$ cat src/rtl/lock_pkg.sv
// Shared types and default constants for the canal lock controller.
package lock_pkg;

    // Controller states; encodings are visible on the state output.
    typedef enum logic [2:0] {
        ST_IDLE      = 3'd0,
        ST_ARRIVING  = 3'd1,
        ST_POUND     = 3'd2,
        ST_DEPARTING = 3'd3
    } lock_state_t;

    // Gondola direction: IN arrives from the outer side, OUT from the inner side.
    typedef enum logic {
        DIR_IN  = 1'b0,
        DIR_OUT = 1'b1
    } lock_dir_t;

    // One bit per operator switch, used for edge detection as a group.
    typedef struct packed {
        logic drain;
        logic fill;
        logic outer_door;
        logic inner_door;
        logic outer_arr;
        logic inner_arr;
    } lock_sw_t;

    // Default water levels and steps, in 1/16 ft.
    localparam int DEF_INNER_LVL  = 80;
    localparam int DEF_OUTER_LVL  = 0;
    localparam int DEF_TOL        = 5;
    localparam int DEF_FILL_STEP  = 10;
    localparam int DEF_DRAIN_STEP = 11;

    function automatic int max_int(input int a, input int b);
        return (a > b) ? a : b;
    endfunction

endpackage

$ cat src/rtl/lock_water_level.sv
// Lock chamber water level: saturating fill/drain, door-openable flags and,
// when LOCK_AUTO_PUMP_EN is defined, automatic pumping while the gondola is
// in the pound.
module lock_water_level
    import lock_pkg::*;
#(
    parameter int LVL_W      = 12,
    parameter int INNER_LVL  = DEF_INNER_LVL,
    parameter int OUTER_LVL  = DEF_OUTER_LVL,
    parameter int TOL        = DEF_TOL,
    parameter int FILL_STEP  = DEF_FILL_STEP,
    parameter int DRAIN_STEP = DEF_DRAIN_STEP
) (
    input  logic             clk,
    input  logic             reset,
    input  logic             fill_edge,
    input  logic             drain_edge,
    input  logic             tick,
    input  logic             pump_en,
    input  logic             pump_to_inner,
    output logic [LVL_W-1:0] level,
    output logic             inner_openable,
    output logic             outer_openable
);

    // Everything is evaluated one bit wider so saturation never wraps.
    localparam logic [LVL_W:0] INNER_X = (LVL_W+1)'(INNER_LVL);
    localparam logic [LVL_W:0] OUTER_X = (LVL_W+1)'(OUTER_LVL);
    localparam logic [LVL_W:0] TOL_X   = (LVL_W+1)'(TOL);
    localparam logic [LVL_W:0] FILL_X  = (LVL_W+1)'(FILL_STEP);
    localparam logic [LVL_W:0] DRAIN_X = (LVL_W+1)'(DRAIN_STEP);

    logic [LVL_W:0]   lvl_x;
    logic [LVL_W:0]   fill_sum;
    logic [LVL_W:0]   drain_diff;
    logic [LVL_W-1:0] filled;
    logic [LVL_W-1:0] drained;
    logic [LVL_W-1:0] level_n;

    assign lvl_x      = {1'b0, level};
    assign fill_sum   = lvl_x + FILL_X;
    assign drain_diff = lvl_x - DRAIN_X;
    assign filled     = (fill_sum > INNER_X) ? INNER_X[LVL_W-1:0] : fill_sum[LVL_W-1:0];
    assign drained    = (lvl_x < OUTER_X + DRAIN_X) ? OUTER_X[LVL_W-1:0] : drain_diff[LVL_W-1:0];

    // level > INNER-TOL written as level+TOL > INNER to stay unsigned.
    assign outer_openable = (lvl_x < OUTER_X + TOL_X);
    assign inner_openable = (lvl_x + TOL_X > INNER_X);

    // Next level from operator requests (or the pump while in the pound).
    always_comb begin
        // NOTE: assign a default before any branch so no path leaves level_n
        // unassigned, which would infer a latch.
        level_n = level;
`ifdef LOCK_AUTO_PUMP_EN
        if (pump_en) begin
            if (tick) level_n = pump_to_inner ? filled : drained;
        end else if (fill_edge && !drain_edge) begin
            level_n = filled;
        end else if (drain_edge && !fill_edge) begin
            level_n = drained;
        end
`else
        if (fill_edge && !drain_edge) begin
            level_n = filled;
        end else if (drain_edge && !fill_edge) begin
            level_n = drained;
        end
`endif
    end

`ifndef LOCK_AUTO_PUMP_EN
    // Pump controls have no effect when the pump feature is compiled out.
    logic pump_unused;
    assign pump_unused = ^{tick, pump_en, pump_to_inner};
`endif

    // Level register, reset to the outer (low) level.
    always_ff @(posedge clk) begin
        // NOTE: sequential state uses non-blocking assignments so every
        // register samples pre-edge values regardless of block ordering.
        if (!reset) level <= OUTER_X[LVL_W-1:0];
        else        level <= level_n;
    end

endmodule

$ cat src/rtl/canal_lock_ctrl.sv
// Canal lock controller: sequences gondolas through arrival, pound and
// departure, queues arrivals that come while busy, and owns the water level.
// Build option: LOCK_AUTO_PUMP_EN enables automatic pumping in the pound.
module canal_lock_ctrl
    import lock_pkg::*;
#(
    parameter int LVL_W      = 12,
    parameter int INNER_LVL  = DEF_INNER_LVL,
    parameter int OUTER_LVL  = DEF_OUTER_LVL,
    parameter int TOL        = DEF_TOL,
    parameter int FILL_STEP  = DEF_FILL_STEP,
    parameter int DRAIN_STEP = DEF_DRAIN_STEP,
    parameter int ARR_DELAY  = 5,
    parameter int DEPT_DELAY = 5,
    parameter int TICK_DIV   = 1024,
    parameter int QDEPTH     = 2
) (
    input  logic                        clk,
    input  logic                        reset,
    input  logic                        inner_arr_sw,
    input  logic                        outer_arr_sw,
    input  logic                        inner_door_sw,
    input  logic                        outer_door_sw,
    input  logic                        fill_sw,
    input  logic                        drain_sw,
    output logic [LVL_W-1:0]            water_level,
    output logic                        inner_openable,
    output logic                        outer_openable,
    output logic                        inner_gondola_led,
    output logic                        outer_gondola_led,
    output logic [2:0]                  state,
    output logic [$clog2(QDEPTH+1)-1:0] q_count,
    output logic                        err
);

    localparam int CNT_MAX = max_int(ARR_DELAY, DEPT_DELAY);
    localparam int CNT_W   = (CNT_MAX < 1) ? 1 : $clog2(CNT_MAX + 1);
    localparam int DIV_W   = (TICK_DIV < 2) ? 1 : $clog2(TICK_DIV);
    localparam int QC_W    = $clog2(QDEPTH + 1);

    localparam logic [CNT_W-1:0] CNT_MAX_C = CNT_W'(CNT_MAX);
    localparam logic [CNT_W-1:0] ARR_C     = CNT_W'(ARR_DELAY);
    localparam logic [CNT_W-1:0] DEPT_C    = CNT_W'(DEPT_DELAY);
    localparam logic [DIV_W-1:0] DIV_LAST  = DIV_W'(TICK_DIV - 1);
    localparam logic [QC_W-1:0]  QDEPTH_C  = QC_W'(QDEPTH);

    lock_sw_t         sw_now, sw_prev, rise;
    lock_state_t      st;
    lock_dir_t        dir;
    logic [CNT_W-1:0] cnt;
    logic [DIV_W-1:0] div;
    logic             tick;

    lock_dir_t        q   [QDEPTH];
    lock_dir_t        q_n [QDEPTH];
    logic [QC_W-1:0]  q_cnt, q_cnt_n;
    logic             q_has, q_drop, pop, push_outer, push_inner;
    logic             idle_empty, dept_done, start;
    lock_dir_t        start_dir;
    logic             arr_door, dep_door, arr_open, dep_open;

    assign sw_now = '{drain: drain_sw, fill: fill_sw, outer_door: outer_door_sw,
                      inner_door: inner_door_sw, outer_arr: outer_arr_sw,
                      inner_arr: inner_arr_sw};
    assign rise   = sw_now & ~sw_prev;
    assign tick   = (div == DIV_LAST);

    // Door edges and openable flags seen from the current gondola's point of view.
    assign arr_door = (dir == DIR_IN) ? rise.outer_door : rise.inner_door;
    assign dep_door = (dir == DIR_IN) ? rise.inner_door : rise.outer_door;
    assign arr_open = (dir == DIR_IN) ? outer_openable  : inner_openable;
    assign dep_open = (dir == DIR_IN) ? inner_openable  : outer_openable;

    // Service/queue decisions: a queued gondola always goes ahead of a fresh edge.
    assign q_has      = (q_cnt != '0);
    assign idle_empty = (st == ST_IDLE) && !q_has;
    assign dept_done  = (st == ST_DEPARTING) && (cnt >= DEPT_C);
    assign start      = ((st == ST_IDLE) && (q_has || rise.outer_arr || rise.inner_arr))
                        || (dept_done && q_has);
    assign start_dir  = q_has ? q[0] : (rise.outer_arr ? DIR_IN : DIR_OUT);
    assign pop        = q_has && ((st == ST_IDLE) || dept_done);
    assign push_outer = rise.outer_arr && !idle_empty;
    assign push_inner = rise.inner_arr && !(idle_empty && !rise.outer_arr);

    // Edge registers follow the inputs in and out of reset alike.
    always_ff @(posedge clk) sw_prev <= sw_now;

    // Free-running tick divider.
    always_ff @(posedge clk) begin
        if (!reset)    div <= '0;
        else if (tick) div <= '0;
        else           div <= div + DIV_W'(1);
    end

    // Arrival queue next state: pop first, then outer before inner, dropping when full.
    always_comb begin
        q_n     = q;
        q_cnt_n = q_cnt;
        q_drop  = 1'b0;
        if (pop) begin
            for (int i = 0; i < QDEPTH - 1; i++) q_n[i] = q[i+1];
            q_cnt_n = q_cnt - QC_W'(1);
        end
        if (push_outer) begin
            if (q_cnt_n < QDEPTH_C) begin
                for (int i = 0; i < QDEPTH; i++) if (i == int'(q_cnt_n)) q_n[i] = DIR_IN;
                q_cnt_n = q_cnt_n + QC_W'(1);
            end else begin
                q_drop = 1'b1;
            end
        end
        if (push_inner) begin
            if (q_cnt_n < QDEPTH_C) begin
                for (int i = 0; i < QDEPTH; i++) if (i == int'(q_cnt_n)) q_n[i] = DIR_OUT;
                q_cnt_n = q_cnt_n + QC_W'(1);
            end else begin
                q_drop = 1'b1;
            end
        end
    end

    // Arrival queue registers.
    always_ff @(posedge clk) begin
        // NOTE: only the occupancy count is reset; entries beyond it are
        // never read, so the storage itself needs no reset.
        if (!reset) begin
            q_cnt <= '0;
        end else begin
            q_cnt <= q_cnt_n;
            q     <= q_n;
        end
    end

    // Gondola sequencing FSM with registered LEDs, tick counter and error pulse.
    always_ff @(posedge clk) begin
        if (!reset) begin
            st                <= ST_IDLE;
            dir               <= DIR_IN;
            cnt               <= '0;
            inner_gondola_led <= 1'b0;
            outer_gondola_led <= 1'b0;
            err               <= 1'b0;
        end else begin
            err <= q_drop;
            if (tick && (cnt < CNT_MAX_C)) cnt <= cnt + CNT_W'(1);
            case (st)
                ST_IDLE: ;  // door edges ignored; starts handled below
                ST_ARRIVING: begin
                    if (arr_door) begin
                        if ((cnt >= ARR_C) && arr_open) begin
                            if (dir == DIR_IN) outer_gondola_led <= 1'b0;
                            else               inner_gondola_led <= 1'b0;
                            st <= ST_POUND;
                        end else begin
                            err <= 1'b1;
                        end
                    end
                end
                ST_POUND: begin
                    if (dep_door) begin
                        if (dep_open) begin
                            if (dir == DIR_IN) inner_gondola_led <= 1'b1;
                            else               outer_gondola_led <= 1'b1;
                            cnt <= '0;
                            st  <= ST_DEPARTING;
                        end else begin
                            err <= 1'b1;
                        end
                    end
                end
                ST_DEPARTING: begin
                    if (dept_done) begin
                        if (dir == DIR_IN) inner_gondola_led <= 1'b0;
                        else               outer_gondola_led <= 1'b0;
                        st <= ST_IDLE;
                    end
                end
                default: st <= ST_IDLE;
            endcase
            if (start) begin
                dir <= start_dir;
                cnt <= '0;
                st  <= ST_ARRIVING;
                if (start_dir == DIR_IN) outer_gondola_led <= 1'b1;
                else                     inner_gondola_led <= 1'b1;
            end
        end
    end

    lock_water_level #(
        .LVL_W(LVL_W), .INNER_LVL(INNER_LVL), .OUTER_LVL(OUTER_LVL), .TOL(TOL),
        .FILL_STEP(FILL_STEP), .DRAIN_STEP(DRAIN_STEP)
    ) u_level (
        .clk            (clk),
        .reset          (reset),
        .fill_edge      (rise.fill),
        .drain_edge     (rise.drain),
        .tick           (tick),
        .pump_en        (st == ST_POUND),
        .pump_to_inner  (dir == DIR_IN),
        .level          (water_level),
        .inner_openable (inner_openable),
        .outer_openable (outer_openable)
    );

    assign state   = st;
    assign q_count = q_cnt;

endmodule

$ cat config.mk
export PLATFORM = sky130hd
export DESIGN_NAME = canal_lock_ctrl
export DESIGN_NICKNAME = d
export VERILOG_FILES = /design/src/rtl/lock_pkg.sv /design/src/rtl/lock_water_level.sv /design/src/rtl/canal_lock_ctrl.sv
export SDC_FILE = /design/constraint.sdc
export NUM_CORES = 1
export LEC_CHECK = 0
export CORE_MARGIN = 2
export CORE_UTILIZATION = 45
export CTS_CLUSTER_DIAMETER = 80
export DETAILED_ROUTE_END_ITERATION = 10
export PLACE_DENSITY = 0.7
export SYNTH_ARGS = -nofsm -noshare
export SYNTH_HDL_FRONTEND = slang
export SYNTH_SLANG_ARGS = --single-unit
export TNS_END_PERCENT = 50
$ cat constraint.sdc
create_clock -name clk -period 3.4 [get_ports clk]
set_input_delay 0.68 -clock clk [delete_from_list [all_inputs] [get_ports clk]]
set_output_delay 0.68 -clock clk [all_outputs]
set_load 0.02 [all_outputs]
==> flow_summary.ini <==
[sta]
hold_violations = 0
worst_slew_slack_as_a_fraction_of_its_limit_pct = 62.8
timing_max_transition_violations_final = 0
max_slew.worst_pin.slew_ns = 0.557
postLayoutSetupSlackWorst_ns = 0.181
layout_min_cycle_time_ns = 3.22
period_share_pct = 94.7
max_freq_mhz = 311
finClkSkew_ns = 0.00497
rsz0062_at_grt = no
setup_viol_count_final = 0
totalNegativeSetupSlack_ns = 0

[job]
cap_viol_max_count = 0

[synth]
synth_flop_cell = dfxtp_1
synthesis.area_per_instance_um2 = 7.77
syn-cell-area_um2 = 2880
ys_top_cells_by_area = dfxtp_1 (27%), ha_1 (9.1%), nor2_1 (5.2%)
yosysUniqueCellTypes = 61
syn_nets = 399
seq_area_frac_synth_pct = 29.2
synth_top_cell_area_share_pct = 27.1
syn-instance-count = 370
postSynthRegisterBits = 41
netlist.top_cell.by_area = dfxtp_1
postSynth.asyncResetShare_pct = 0
yosys_warnings = 0
synth_enable_flop_cells = 2

[layout]
commonest_cells_after_routing_fill_and_taps_aside = nor2_1 (39), dfxtp_1 (34), a21oi_1 (27), clkdlybuf4s50_1 (27), nand2_1 (26)
drive_above_1_share_pct = 10.8
most_frequent_standard_cell_in_the_layout_excluding_fill_and_tap_cells = nor2_1
filler_cell_count = 615
design.final.nets = 427
utilization_after_layout_pct = 54.1
syn_to_layout_area_delta_pct = 18.0
seqCellArea_um2 = 847
stdcell_count = 476
multiInputGateArea_um2 = 1890
final_area_um2 = 3390
antenna_cells = 0

[setup_path]
rr_startpoint = cnt[0]$_SDFF_PP0_
setup_crit_start = u_level.level[8]$_SDFFE_PN0P_
worstReg2RegEnd = q[1]$_DFFE_PP_
worstSetupStartpointType = register
crit_fanout = 14
required_ns = 2.72
worst-r2r-setup-slack_ns = 0.52
worstRegToRegCells = 10
critPathKind = register to output pin
worst-endpoint-arrival_ns = 2.54
crit_path_end_kind = output pin

[clock_network]
clock-root-buffer = clkbuf_8
clkLatencyLatePin_ns = 0.30
tritoncts.num_buffers = 5
htree_num_levels = 2
clock_sink_total = 41
clock_tree_from_tritoncts = built
worst_setup_hold_path_clk_slew_ns = 0.08
number_of_buffers_on_the_longest_clock_path = 2

[power_and_ir_drop]
power.density_nw_per_um2 = 734
worst_ir_drop_vdd_mv = 0.368
p_leak_nw = 1.32

[die]
core-area_um2 = 6280
die_x_um = 84.0
fp.dieArea_um2 = 7050
io-pin-count = 30
std_cell_rows = 29
floorplan.die.height_um = 84.0
initial_core_util_pct = 45.8

[place]
placer_congestion = 0.917
dp_cells = 465
io_buffer_count = 28
place.detailed.hpwl_um = 5050
placedInstanceArea_um2 = 3240
pre_cts_slack_ns = 0.231

[worst_hold_path]
timing.hold.worst_endpoint = div[0]$_SDFF_PP0_
min-delay-path-class = register to register
hold_depth = 1
hold_path_startpoint = div[0]$_SDFF_PP0_

[route]
route.detailed.vias_per_inst = 5.83
routed-via-count = 2775
postRouteAntennaNets = 0
detail_route.first_pass.iterations = 5
detail_route.drc_violations = 0
finalWirelength_um = 6980
wl_per_cell_um = 14.7
dr.first_iter.drc_count = 96

[global_routing]
via_count_of_the_first_global_routing_pass = 2481
globalRouteOverflowTotal = 0
grt_pass1_wl_um = 11700
grt_use_total_pct = 20.0
grt_antenna_before_repair = 0
grt_start_max_net_pins = 23

[outcome]
status = finished clean
-- worst max-delay path by stage --
stage	to	slack, ns	cells past startpoint
detailed placement	inner_openable	0.23	8
global route	outer_openable	0.08	3
finish	outer_openable	0.18	3
global placement	inner_openable	0.29	8
CTS	inner_openable	0.05	8
floorplan	inner_openable	0.67	9
-- per-stage QoR --
step	hold WS (ns)	total power, mW
floorplan	0.430	1.68
global placement	0.450	2.08
detailed placement	0.460	2.10
CTS	0.484	2.47
global route	0.511	2.69
finish	0.482	2.49
-- registers in the layout, indices dropped and copies added (netlist names), 2 cells and up --
name / cells
state: 2
q_count: 2
cnt: 3
div: 10
sw_prev: 6
q: 2
u_level.level: 12
-- area by class of cell --
| type | count | share of cell area, % |
|---|---|---|
| clock buffer | 6 | 2.43 |
| clock inverter | 2 | 0.406 |
| inverter | 20 | 2.21 |
| multi-input combinational | 288 | 55.7 |
| sequential | 41 | 25.0 |
| tap | 77 | 2.84 |
| timing repair buffer | 42 | 11.4 |
-- power breakdown --
part	internal, mW	total (mW)	switching, mW
Combinational	0.626	1.40	0.775
Clock	0.165	0.347	0.182
Sequential	0.578	0.742	0.164
-- cells in the mapped netlist, types with 3 or more instances --
cell type / instances
ha_1: 21
buf_2: 3
clkbuf_1: 16
nor4_1: 3
nor2_1: 40
xnor2_1: 11
mux2i_1: 3
nand2_1: 26
and3_1: 8
a211oi_1: 5
a21oi_1: 29
dfxtp_1: 39
nand2b_1: 7
o31ai_1: 4
xor2_1: 6
o211ai_1: 6
nand4_1: 7
o21ai_0: 23
nor3_1: 12
inv_1: 19
nand3_1: 17
nor2b_1: 5
mux2_2: 4
a31oi_1: 5
a21o_1: 5
-- per-layer routing --
metal | vias to the layer above | routed length [µm] | GRT usage [%]
li1 | 1384 | - | -
met1 | 1296 | 3290 | 26.5
met2 | 83 | 3200 | 32.9
met3 | 12 | 377 | 2.97
met4 | 0 | 113 | 7.33
met5 | - | 0 | 0
-- cell families after synthesis --
group	Yosys count	share of synthesized area [%]
muxes	7	2.61
AOI/OAI and AO/OA	103	23.8
other	1	0.130
adders and majority gates	21	9.13
and+or+nand+nor	139	24.0
buffers and inverters	41	5.87
xor gates and xnor gates	17	5.18
DFF	41	29.2
-- timing repair --
item,in CTS,in global routing
pin swaps,0,3
resized for setup,4,7
setup buffers,0,3
setup endpoints to repair,1,1
endpoints found under the hold margin,0,0
hold buffers,0,0
-- worst max-delay path: stages, from the launching register on --
cell and delay [ns]:
dfxtp_1 0.45, or4_1 0.63, a2111oi_4 0.46, clkdlybuf4s50_1 0.70
(Power assumes the default switching activity.)
